**config.mk**
```make
export PLATFORM = sky130hd
export DESIGN_NAME = fetch_bpu
export DESIGN_NICKNAME = d
export VERILOG_FILES = /design/src/rtl/bpu_pkg.sv /design/src/rtl/bpu_btb.sv /design/src/rtl/fetch_bpu.sv
export SDC_FILE = /design/constraint.sdc
export NUM_CORES = 2
export LEC_CHECK = 0
export CAP_MARGIN = 20
export CELL_PAD_IN_SITES_DETAIL_PLACEMENT = 0
export CELL_PAD_IN_SITES_GLOBAL_PLACEMENT = 2
export CORE_ASPECT_RATIO = 2
export CORE_UTILIZATION = 40
export CTS_CLUSTER_SIZE = 25
export DETAILED_ROUTE_END_ITERATION = 7
export GPL_TIMING_DRIVEN = 1
export PLACE_DENSITY_LB_ADDON = 0.15
export SETUP_SLACK_MARGIN = 0.4
export SLEW_MARGIN = 5
export SYNTH_ARGS = -nofsm -noshare
export SYNTH_HDL_FRONTEND = slang
export SYNTH_HIERARCHICAL = 1
export SYNTH_SLANG_ARGS = --single-unit
```
**constraint.sdc**
```tcl
create_clock -name clk -period 6.5 [get_ports clk]
set_input_delay 1.3 -clock clk [delete_from_list [all_inputs] [get_ports clk]]
set_output_delay 1.3 -clock clk [all_outputs]
set_load 0.005 [all_outputs]
```
**src/rtl/bpu_pkg.sv**
```systemverilog
// Shared definitions for the fetch-stage branch predictor.
//   bpu_cnt_e : 2-bit direction counter encodings
//   idx_bits  : BTB index width derived from entry count
//   tag_bits  : BTB tag width derived from PC width and entry count
//   cnt_upd   : saturating counter update on a resolved direction
package bpu_pkg;

  typedef enum logic [1:0] {
    SNT = 2'b00,
    WNT = 2'b01,
    WT  = 2'b10,
    ST  = 2'b11
  } bpu_cnt_e;

  function automatic int unsigned idx_bits(input int unsigned entries);
    return $clog2(entries);
  endfunction

  // PC bits [1:0] are always zero (word-aligned fetch) and are not tagged.
  function automatic int unsigned tag_bits(input int unsigned width,
                                           input int unsigned entries);
    return width - $clog2(entries) - 2;
  endfunction

  function automatic bpu_cnt_e cnt_upd(input bpu_cnt_e c, input logic taken);
    bpu_cnt_e n;
    n = c;
    if (taken) begin
      case (c)
        SNT:     n = WNT;
        WNT:     n = WT;
        default: n = ST;
      endcase
    end else begin
      case (c)
        ST:      n = WT;
        WT:      n = WNT;
        default: n = SNT;
      endcase
    end
    return n;
  endfunction

endpackage

```
**src/rtl/bpu_btb.sv**
```systemverilog
// Direct-mapped branch target buffer with 2-bit direction counters.
//   clk, rst     : clock, synchronous active-high reset (clears valid bits)
//   rd_wpc_i     : word address (pc[WIDTH-1:2]) for the combinational lookup
//   rd_hit_o     : lookup hit
//   rd_taken_o   : hit and counter predicts taken
//   rd_target_o  : stored target for the looked-up entry
//   wr_en_i      : resolved branch/jump to train on this edge
//   wr_wpc_i     : word address of the resolved instruction
//   wr_taken_i   : resolved direction
//   wr_target_i  : resolved target
// The read port sees pre-update contents; updates land on the clock edge.
module bpu_btb
  import bpu_pkg::*;
#(
  parameter int unsigned WIDTH   = 32,
  parameter int unsigned ENTRIES = 16
) (
  input  logic             clk,
  input  logic             rst,
  input  logic [WIDTH-3:0] rd_wpc_i,
  output logic             rd_hit_o,
  output logic             rd_taken_o,
  output logic [WIDTH-1:0] rd_target_o,
  input  logic             wr_en_i,
  input  logic [WIDTH-3:0] wr_wpc_i,
  input  logic             wr_taken_i,
  input  logic [WIDTH-1:0] wr_target_i
);

  localparam int unsigned IDX = idx_bits(ENTRIES);
  localparam int unsigned TW  = tag_bits(WIDTH, ENTRIES);

  logic [ENTRIES-1:0]           valid_q;
  logic [ENTRIES-1:0][TW-1:0]   tag_q;
  logic [ENTRIES-1:0][WIDTH-1:0] target_q;
  bpu_cnt_e                      cnt_q [ENTRIES];

  logic [IDX-1:0] rd_idx, wr_idx;
  logic [TW-1:0]  rd_tag, wr_tag;
  logic           wr_hit;

  assign rd_idx = rd_wpc_i[IDX-1:0];
  assign rd_tag = rd_wpc_i[WIDTH-3:IDX];
  assign wr_idx = wr_wpc_i[IDX-1:0];
  assign wr_tag = wr_wpc_i[WIDTH-3:IDX];

  // Tag/target/counter are uninitialised after reset; every consumer is
  // gated by valid_q so nothing undefined reaches the outputs.
  assign rd_hit_o    = valid_q[rd_idx] & (tag_q[rd_idx] == rd_tag);
  assign rd_taken_o  = rd_hit_o & cnt_q[rd_idx][1];
  assign rd_target_o = rd_hit_o ? target_q[rd_idx] : '0;

  assign wr_hit = valid_q[wr_idx] & (tag_q[wr_idx] == wr_tag);

  always_ff @(posedge clk) begin
    if (rst) begin
      valid_q <= '0;
    end else if (wr_en_i && !wr_hit && wr_taken_i) begin
      valid_q[wr_idx] <= 1'b1;
    end
  end

  // Payload arrays need no reset; the rst guard only discards an update
  // that coincides with reset.
  always_ff @(posedge clk) begin
    if (!rst && wr_en_i) begin
      if (wr_hit) begin
        cnt_q[wr_idx] <= cnt_upd(cnt_q[wr_idx], wr_taken_i);
        if (wr_taken_i) target_q[wr_idx] <= wr_target_i;
      end else if (wr_taken_i) begin
        // Miss allocation overwrites whatever aliased entry lived here.
        tag_q[wr_idx]    <= wr_tag;
        target_q[wr_idx] <= wr_target_i;
        cnt_q[wr_idx]    <= WT;
      end
    end
  end

endmodule

```
**src/rtl/fetch_bpu.sv**
```systemverilog
// Fetch stage with BTB-based prediction and D-stage mispredict repair.
//   clk, rst                 : clock, synchronous active-high reset
//   stallF, stallD           : hold fetch PC / suppress D-stage resolution
//   pcF, predtakenF/targetF  : fetch address and its prediction
//   validD, isbrD, pcD       : D-stage instruction info
//   predtakenD/targetD       : prediction carried with the D instruction
//   brtakenD, brtargetD      : resolved outcome
//   mispredictD, redirectpcD : redirect request (also flushes F/D)
//   brcount, mispcount       : saturating performance counters
module fetch_bpu
  import bpu_pkg::*;
#(
  parameter int unsigned       WIDTH       = 32,
  parameter int unsigned       BTB_ENTRIES = 16,
  parameter logic [WIDTH-1:0]  RESET_PC    = 32'h0000_0000,
  parameter int unsigned       CNT_W       = 32
) (
  input  logic             clk,
  input  logic             rst,
  input  logic             stallF,
  input  logic             stallD,
  output logic [WIDTH-1:0] pcF,
  output logic             predtakenF,
  output logic [WIDTH-1:0] predtargetF,
  input  logic             validD,
  input  logic             isbrD,
  input  logic [WIDTH-1:0] pcD,
  input  logic             predtakenD,
  input  logic [WIDTH-1:0] predtargetD,
  input  logic             brtakenD,
  input  logic [WIDTH-1:0] brtargetD,
  output logic             mispredictD,
  output logic [WIDTH-1:0] redirectpcD,
  output logic [CNT_W-1:0] brcount,
  output logic [CNT_W-1:0] mispcount
);

  logic [WIDTH-1:0] pc_q, pc_d;
  logic [CNT_W-1:0] brcnt_q, mispcnt_q;
  logic             hitF;
  logic [WIDTH-1:0] btb_tgtF;
  logic             resolve;
  logic             br_res;

  assign resolve = validD & ~stallD;
  assign br_res  = resolve & isbrD;

  bpu_btb #(
    .WIDTH   (WIDTH),
    .ENTRIES (BTB_ENTRIES)
  ) u_btb (
    .clk         (clk),
    .rst         (rst),
    .rd_wpc_i    (pc_q[WIDTH-1:2]),
    .rd_hit_o    (hitF),
    .rd_taken_o  (predtakenF),
    .rd_target_o (btb_tgtF),
    .wr_en_i     (br_res),
    .wr_wpc_i    (pcD[WIDTH-1:2]),
    .wr_taken_i  (brtakenD),
    .wr_target_i (brtargetD)
  );

  assign pcF         = pc_q;
  assign predtargetF = hitF ? btb_tgtF : pc_q + WIDTH'(4);

  // A non-branch that was predicted taken is an alias hit and must be undone.
  assign mispredictD = resolve & (isbrD ?
                         ((brtakenD != predtakenD) |
                          (brtakenD & (brtargetD != predtargetD))) :
                         predtakenD);
  assign redirectpcD = (isbrD & brtakenD) ? brtargetD : pcD + WIDTH'(4);

  // Redirect beats stallF: the held instruction is on the wrong path anyway.
  always_comb begin
    pc_d = pc_q + WIDTH'(4);
    if (mispredictD)     pc_d = redirectpcD;
    else if (stallF)     pc_d = pc_q;
    else if (predtakenF) pc_d = predtargetF;
  end

  always_ff @(posedge clk) begin
    if (rst) begin
      pc_q      <= RESET_PC;
      brcnt_q   <= '0;
      mispcnt_q <= '0;
    end else begin
      pc_q <= pc_d;
      if (br_res && brcnt_q != '1)        brcnt_q   <= brcnt_q + CNT_W'(1);
      if (mispredictD && mispcnt_q != '1) mispcnt_q <= mispcnt_q + CNT_W'(1);
    end
  end

  assign brcount   = brcnt_q;
  assign mispcount = mispcnt_q;

endmodule

```
======== Yosys cells after proc, flatten, opt, wreduce, memory -nomap -nowiden ========
Memories as Yosys holds them, arrays and structs flattened. A register that Yosys moved wholly into a read port is not among the register bits.
Index checks and enable logic that the tools add are counted.
cells by class
  $lt $le $gt $ge ......................... 3
  add/subtract/negate cells ............... 4
  mux-type cells .......................... 39
  bitwise logic cells ..................... 13
  equal/unequal tests ..................... 10
  reductions and logical operators ........ 11
operators by type and width
  kind                     count
  $bwmux W512              1
  $bwmux W416              1
  $mux W32                 7
  $bmux W26 S4             2
  $bmux W32 S4             1
  $demux W32 S4            1
  $demux W26 S4            1
  $mux W26                 3
  $add A32 B1 Y32 const B  2
  $add A32 B3 Y32 const B  2
  $ne A32 B32 Y1 const B   2
  $eq A26 B26 Y1           2
  $ne A32 B32 Y1           1
  $or A16 B16 Y16          1
  $mux W1                  11
  $lt A4 B5 Y1 const B     2
  $and A1 B1 Y1            8
  $bmux W1 S4              2
  $mux W2                  4
  $mux W4                  2
  $pmux W2 S2              2
  $logic_and A1 B1 Y1      6
  $demux W1 S4             1
  $eq A2 B2 Y1 const B     2
  other kinds (10)         13
word-level totals
  memories kept ........................... 1
  output and inout port bits .............. 162
  bits in writable memories ............... 32
  bits of input ports ..................... 104
  bits in registers ....................... 1040
memory list
  name         depth  width  rd ports  clocked after memory_dff  write ports  line           text
  u_btb.cnt_q  16     2      2         1                         1            bpu_btb.sv:36  bpu_cnt_e cnt_q [ENTRIES];

======== Logic depth before layout (Yosys ltp) ========
  word-level depth ........................ 10
  depth in mapped cells ................... 22
  depth with buffers taken out ............ 14

======== Cells and area by module ========
Netlist, hierarchy kept.
by module, submodules not included
  module     cells an instance  instances  area each (µm²)  sequential area each (µm²)
  bpu_btb    1981               1          42061.6          29148.0
  fetch_bpu  1065               1          7753.7           1921.8

======== Least setup slack after synthesis ========
OpenSTA, ideal clock, no wires.
  kind .................................... input to register
  start point ............................. in pcD[3]
  end point ............................... reg u_btb/tag_q[130] in the netlist's numbering, enable pin
  buffers on the path ..................... 5
  slack ................................... 0.741 ns
  library setup time ...................... 0.442 ns
  arrival ................................. 5.317 ns
  stages .................................. 13
  required time ........................... 6.058 ns
  cells stage by stage .................... buf_6 -> buf_4 -> buf_4 -> mux4_2 -> mux2_2 -> o221ai_1 -> nor4_1 -> a41oi_1 -> nor3_1 -> and4_1 -> clkbuf_2 -> buf_4 -> nor3_1
on the way
  longest elaborated chain between the ends .. 6
  elaborated cells between the ends (all ways) .. 8
  classes of those cells .................. eq/ne (1); mux (4); bitwise (2); reduce/logical (1)
RTL lines
  what                             line             text
  start: declaration               fetch_bpu.sv:27  input logic [WIDTH-1:0] pcD,
  $bmux W26 S4                     bpu_btb.sv:53    assign wr_hit = valid_q[wr_idx] & (tag_q[wr_idx] == wr_tag);
  $mux W26 (implied by the code)   bpu_btb.sv:53
  $eq A26 B26 Y1                   bpu_btb.sv:53
  $and A1 B1 Y1 (*)                bpu_btb.sv:53
  $not A1 Y1 (no line) (*)         n/a
  $reduce_and A3 Y1 (no line) (*)  n/a
  end signal: indexed assignment   bpu_btb.sv:72    tag_q[wr_idx] <= wr_tag;
  end: declaration                 bpu_btb.sv:34    logic [ENTRIES-1:0][TW-1:0] tag_q;
Every way passes the cells marked *; elsewhere a longest branch is shown, timed or not. The select of a mux whose other input is x is not followed.
A chain may end at the register's enable or synchronous reset.

======== Worst setup path in the final report ========
  start point ............................. reg pc_q[2], in the netlist pcF[2]
  end point ............................... out predtargetF[4]
on the way
  elaborated cells between the ends (all ways) .. 10
  classes of those cells .................. add/sub (1); eq/ne (1); mux (7); bitwise (1)
RTL lines
  what                            line             text
  start: declaration              fetch_bpu.sv:38  logic [WIDTH-1:0] pc_q, pc_d;
  start signal: assignment        fetch_bpu.sv:88  pc_q <= pc_d;
  $bmux W32 S4                    bpu_btb.sv:51    assign rd_target_o = rd_hit_o ? target_q[rd_idx] : '0;
  $mux W32 (implied by the code)  bpu_btb.sv:51
  via btb_tgtF[4]                 fetch_bpu.sv:41  logic [WIDTH-1:0] btb_tgtF;
  $mux W32                        fetch_bpu.sv:65  assign predtargetF = hitF ? btb_tgtF : pc_q + WIDTH'(4);
  end: declaration                fetch_bpu.sv:24  output logic [WIDTH-1:0] predtargetF,
The timed path passes the listed nets, and every way through them passes these cells. The select of a mux whose other input is x is not followed.

==> results.md <==
* CTS buffer count at between 90 and 100
* Avg Inst Size Synth at about 16 µm²
* Non-Filler Instances at between 5000 and 6000
* Worst Skew at 38.4 ps
* Fmax at ~160 MHz
* CP arrival at roughly 5000 ps
* Warnings, synthesis at 6
* Grt met2 use at 0.519
* Vias/cell at roughly 6.2
* FF-to-FF path depth at 19
* CP Max Fanout at 18
* Met1 GRT Util at 0.327
* Largest net degree at the start of global routing at 87
* Leading cell types by total area after synthesis: edfxtp_1 (58%), mux4_2 (18%), dfxtp_1 (4.5%)
* Clock Latency Late Sink at 740 ps
* DP Area at ~0.056 mm²
* Fin area at 0.0596 mm²
* CTS Buffer Depth at 3
* Gr ovfl total at 0
* Hpwl dp at ~130000 µm
* Nature of the critical path endpoint: primary output
* Max transition margin at 0.181
* Syn Inst Count at 3046
* CTS root buf: clkbuf_16
* Port bufs at around 270
* Library cells used by synthesis at a little under 100
* Crit Path Category: flip-flop to primary output
* 1st-pass router iterations at 6
* Post-synthesis sequential area ratio at 0.624
* Critical Path Start Type: flip-flop
* Total Power at ~0.015 W
* Synth Register Bits at between 1000 and 1500
* CP Launch Point: pcF[2]$_SDFFE_PP0P_
* Placer Congestion at about 0.94
* Clock transition at path regs at roughly 70 ps
* Clk sink count at ~1100
* Area Growth Syn to Fin at 19.6%
* First-pass GRT wire length at about 250000 µm
* Fin. Hold Viols at 0
* H-tree levels at 3
* Status: complete, no violations
* Via count at between 30000 and 40000
* Die ar. at roughly 0.13 mm²
* Crit Reg-Reg Startpoint: pcF[2]$_SDFFE_PP0P_
* Synthesized cell area at ~0.05 mm²
* Inst Count DP at ~5000
* Post-synth EDFFs at 960
* DIE HEIGHT at about 500 µm
* DRT iter0 DRCs at around 2700
* Hold path cells at 2
* Overall Global Routing Usage at 0.287
* Nets at approximately 3600
* RSZ-0062 raised after global routing: yes
* Initial antenna violation count at 4
* Total Neg Setup Slack at 0 ps
* Setup violations, final at 0
* Min Tclk post-route at ~6300 ps
* Core Area at about 0.12 mm²
* Worst VDD drop at around 0.19 mV
* PD cells at 253 mW/mm²
* Routed wire length at between 150000 and 200000 µm
* Drt drc at 0
* Worst Tran Pin Value at between 1000 and 1500 ps
* Syn nets at approximately 3200
* Max Cap Viol at 0
* Most frequent cell after synthesis: edfxtp_1
* Grt peak-use layer: met2
* Die width at between 200 and 300 µm
* Initial Utilization at 0.404
* I/O Pins at roughly 270
* Routing usage on met3 at 0.0371
* Post-CTS Hold Buffers at 0
* Top FF cell, synth: edfxtp_1
* Slew Limit Fails at 0
* Vias in the first global route at around 33000
* Synth top area share at 0.579
* Synth area leader: edfxtp_1
* R2R setup slack at around 800 ps
* Worst min path class: flip-flop to flip-flop
* CTS tree: yes
* WP data required at 5200 ps
* Leakage at approximately 19 nW
* Ratio of cells with drive above 1 in the final layout at 0.265
* Hold Crit Start: u_btb/valid_q[6]$_SDFFE_PP0P_
* DR WL/cell at ~35 µm
* Std cell rows at about 180
* Post-route clock period utilization at 0.973
* Final antenna-violating net count at 0
* Commonest cells post-synth: edfxtp_1 (960), mux4_2 (388), nand2_1 (145)
* Async SR Flop Fraction at 0
## cell type report
class / instances / area (µm²)
Fill cell: 10500 / 63600
Sequential cell: 1072 / 31100
Multi-Input combinational cell: 1707 / 17700
Timing Repair Buffer: 526 / 5260
Clock buffer: 116 / 2520
Tap cell: 1656 / 2070
Clock inverter: 58 / 684
Inverter: 52 / 210
Antenna cell: 6 / 15.0
Timing Repair inverter: 1 / 8.76
## repair_timing
action                     4_1_cts  5_1_grt
pin swaps                        2        2
resized for setup               18       36
buffers inserted                11       18
setup endpoints to repair       33       34
cloned                           2        2
## critical path: stages, from the launching register on
cell and delay (ps):
dfxtp_4 480, buf_6 180, mux4_2 500, mux4_2 610, xor2_2 250, nor4_1 300, nand4_1 270, nor4_4 330
nand3_4 170, buf_4 190, buf_12 150, nor2b_2 120, nand2_1 60, o21ai_0 120, clkdlybuf4s50_1 560
## path summary, 6_finish.rpt
path,to
setup / recovery,predtargetF[4]
hold / removal,u_btb/valid_q[6]$_SDFFE_PP0P_
setup reg to reg,pcF[14]$_SDFFE_PP0P_
hold reg to reg,u_btb/valid_q[6]$_SDFFE_PP0P_
## sequential cells by signal (all words and copies together), names as in the netlist
name and cells:
brcount 32, mispcount 32, pcF 32, u_btb/cnt_q 32, u_btb/tag_q 416, u_btb/target_q 512, u_btb/valid_q 16
## through the flow
step / util / setup WS, ps / hold WS, ps
after floorplan: - / 741 / 459
after global placement: 0.453 / 399 / 468
after detailed placement: 0.453 / 409 / 475
after CTS: 0.481 / 188 / 485
after global routing: 0.484 / 96.3 / 505
final: 0.484 / 174 / 487
## cells in the final DEF (no fill, tap or decap), types with 67 or more instances in the layout
cell and instances:
xor2_1 81, clkbuf_16 98, nand2_1 144, dfxtp_1 108, xnor2_1 67, nor2_1 102
mux4_2 388, clkdlybuf4s50_1 239, nand3_1 74, mux2i_1 69, a21oi_1 86, o21ai_0 84
buf_4 214, edfxtp_1 960
## metal layers
metal	wire length (µm)	up-vias	share of wire
met3	10700	397	0.059
met2	96200	1520	0.53
met5	10	-	0.000055
li1	-	13200	-
met1	64100	16900	0.35
met4	11000	2	0.061
## cells by family (layout without fill, tap and decap cells)
group / after synthesis / count (layout) / synth area share
XOR/XNOR: 150 / 150 / 0.0264
adder cells (fa/ha/maj): 6 / 6 / 0.00141
AO/OA/AOI/OAI: 390 / 390 / 0.0523
other: 0 / 6 / 0
AND/OR/NAND/NOR: 683 / 683 / 0.0763
buffers and inverters: 267 / 753 / 0.0260
flip-flops: 1072 / 1072 / 0.624
multiplexers: 478 / 478 / 0.194
## power by group
group	switching (W)	internal, W
registers	0.0000672	0.00752
logic	0.000921	0.000707
clock network	0.00268	0.00320
total	0.00366	0.0114
Power figures use the tool's default switching activity.
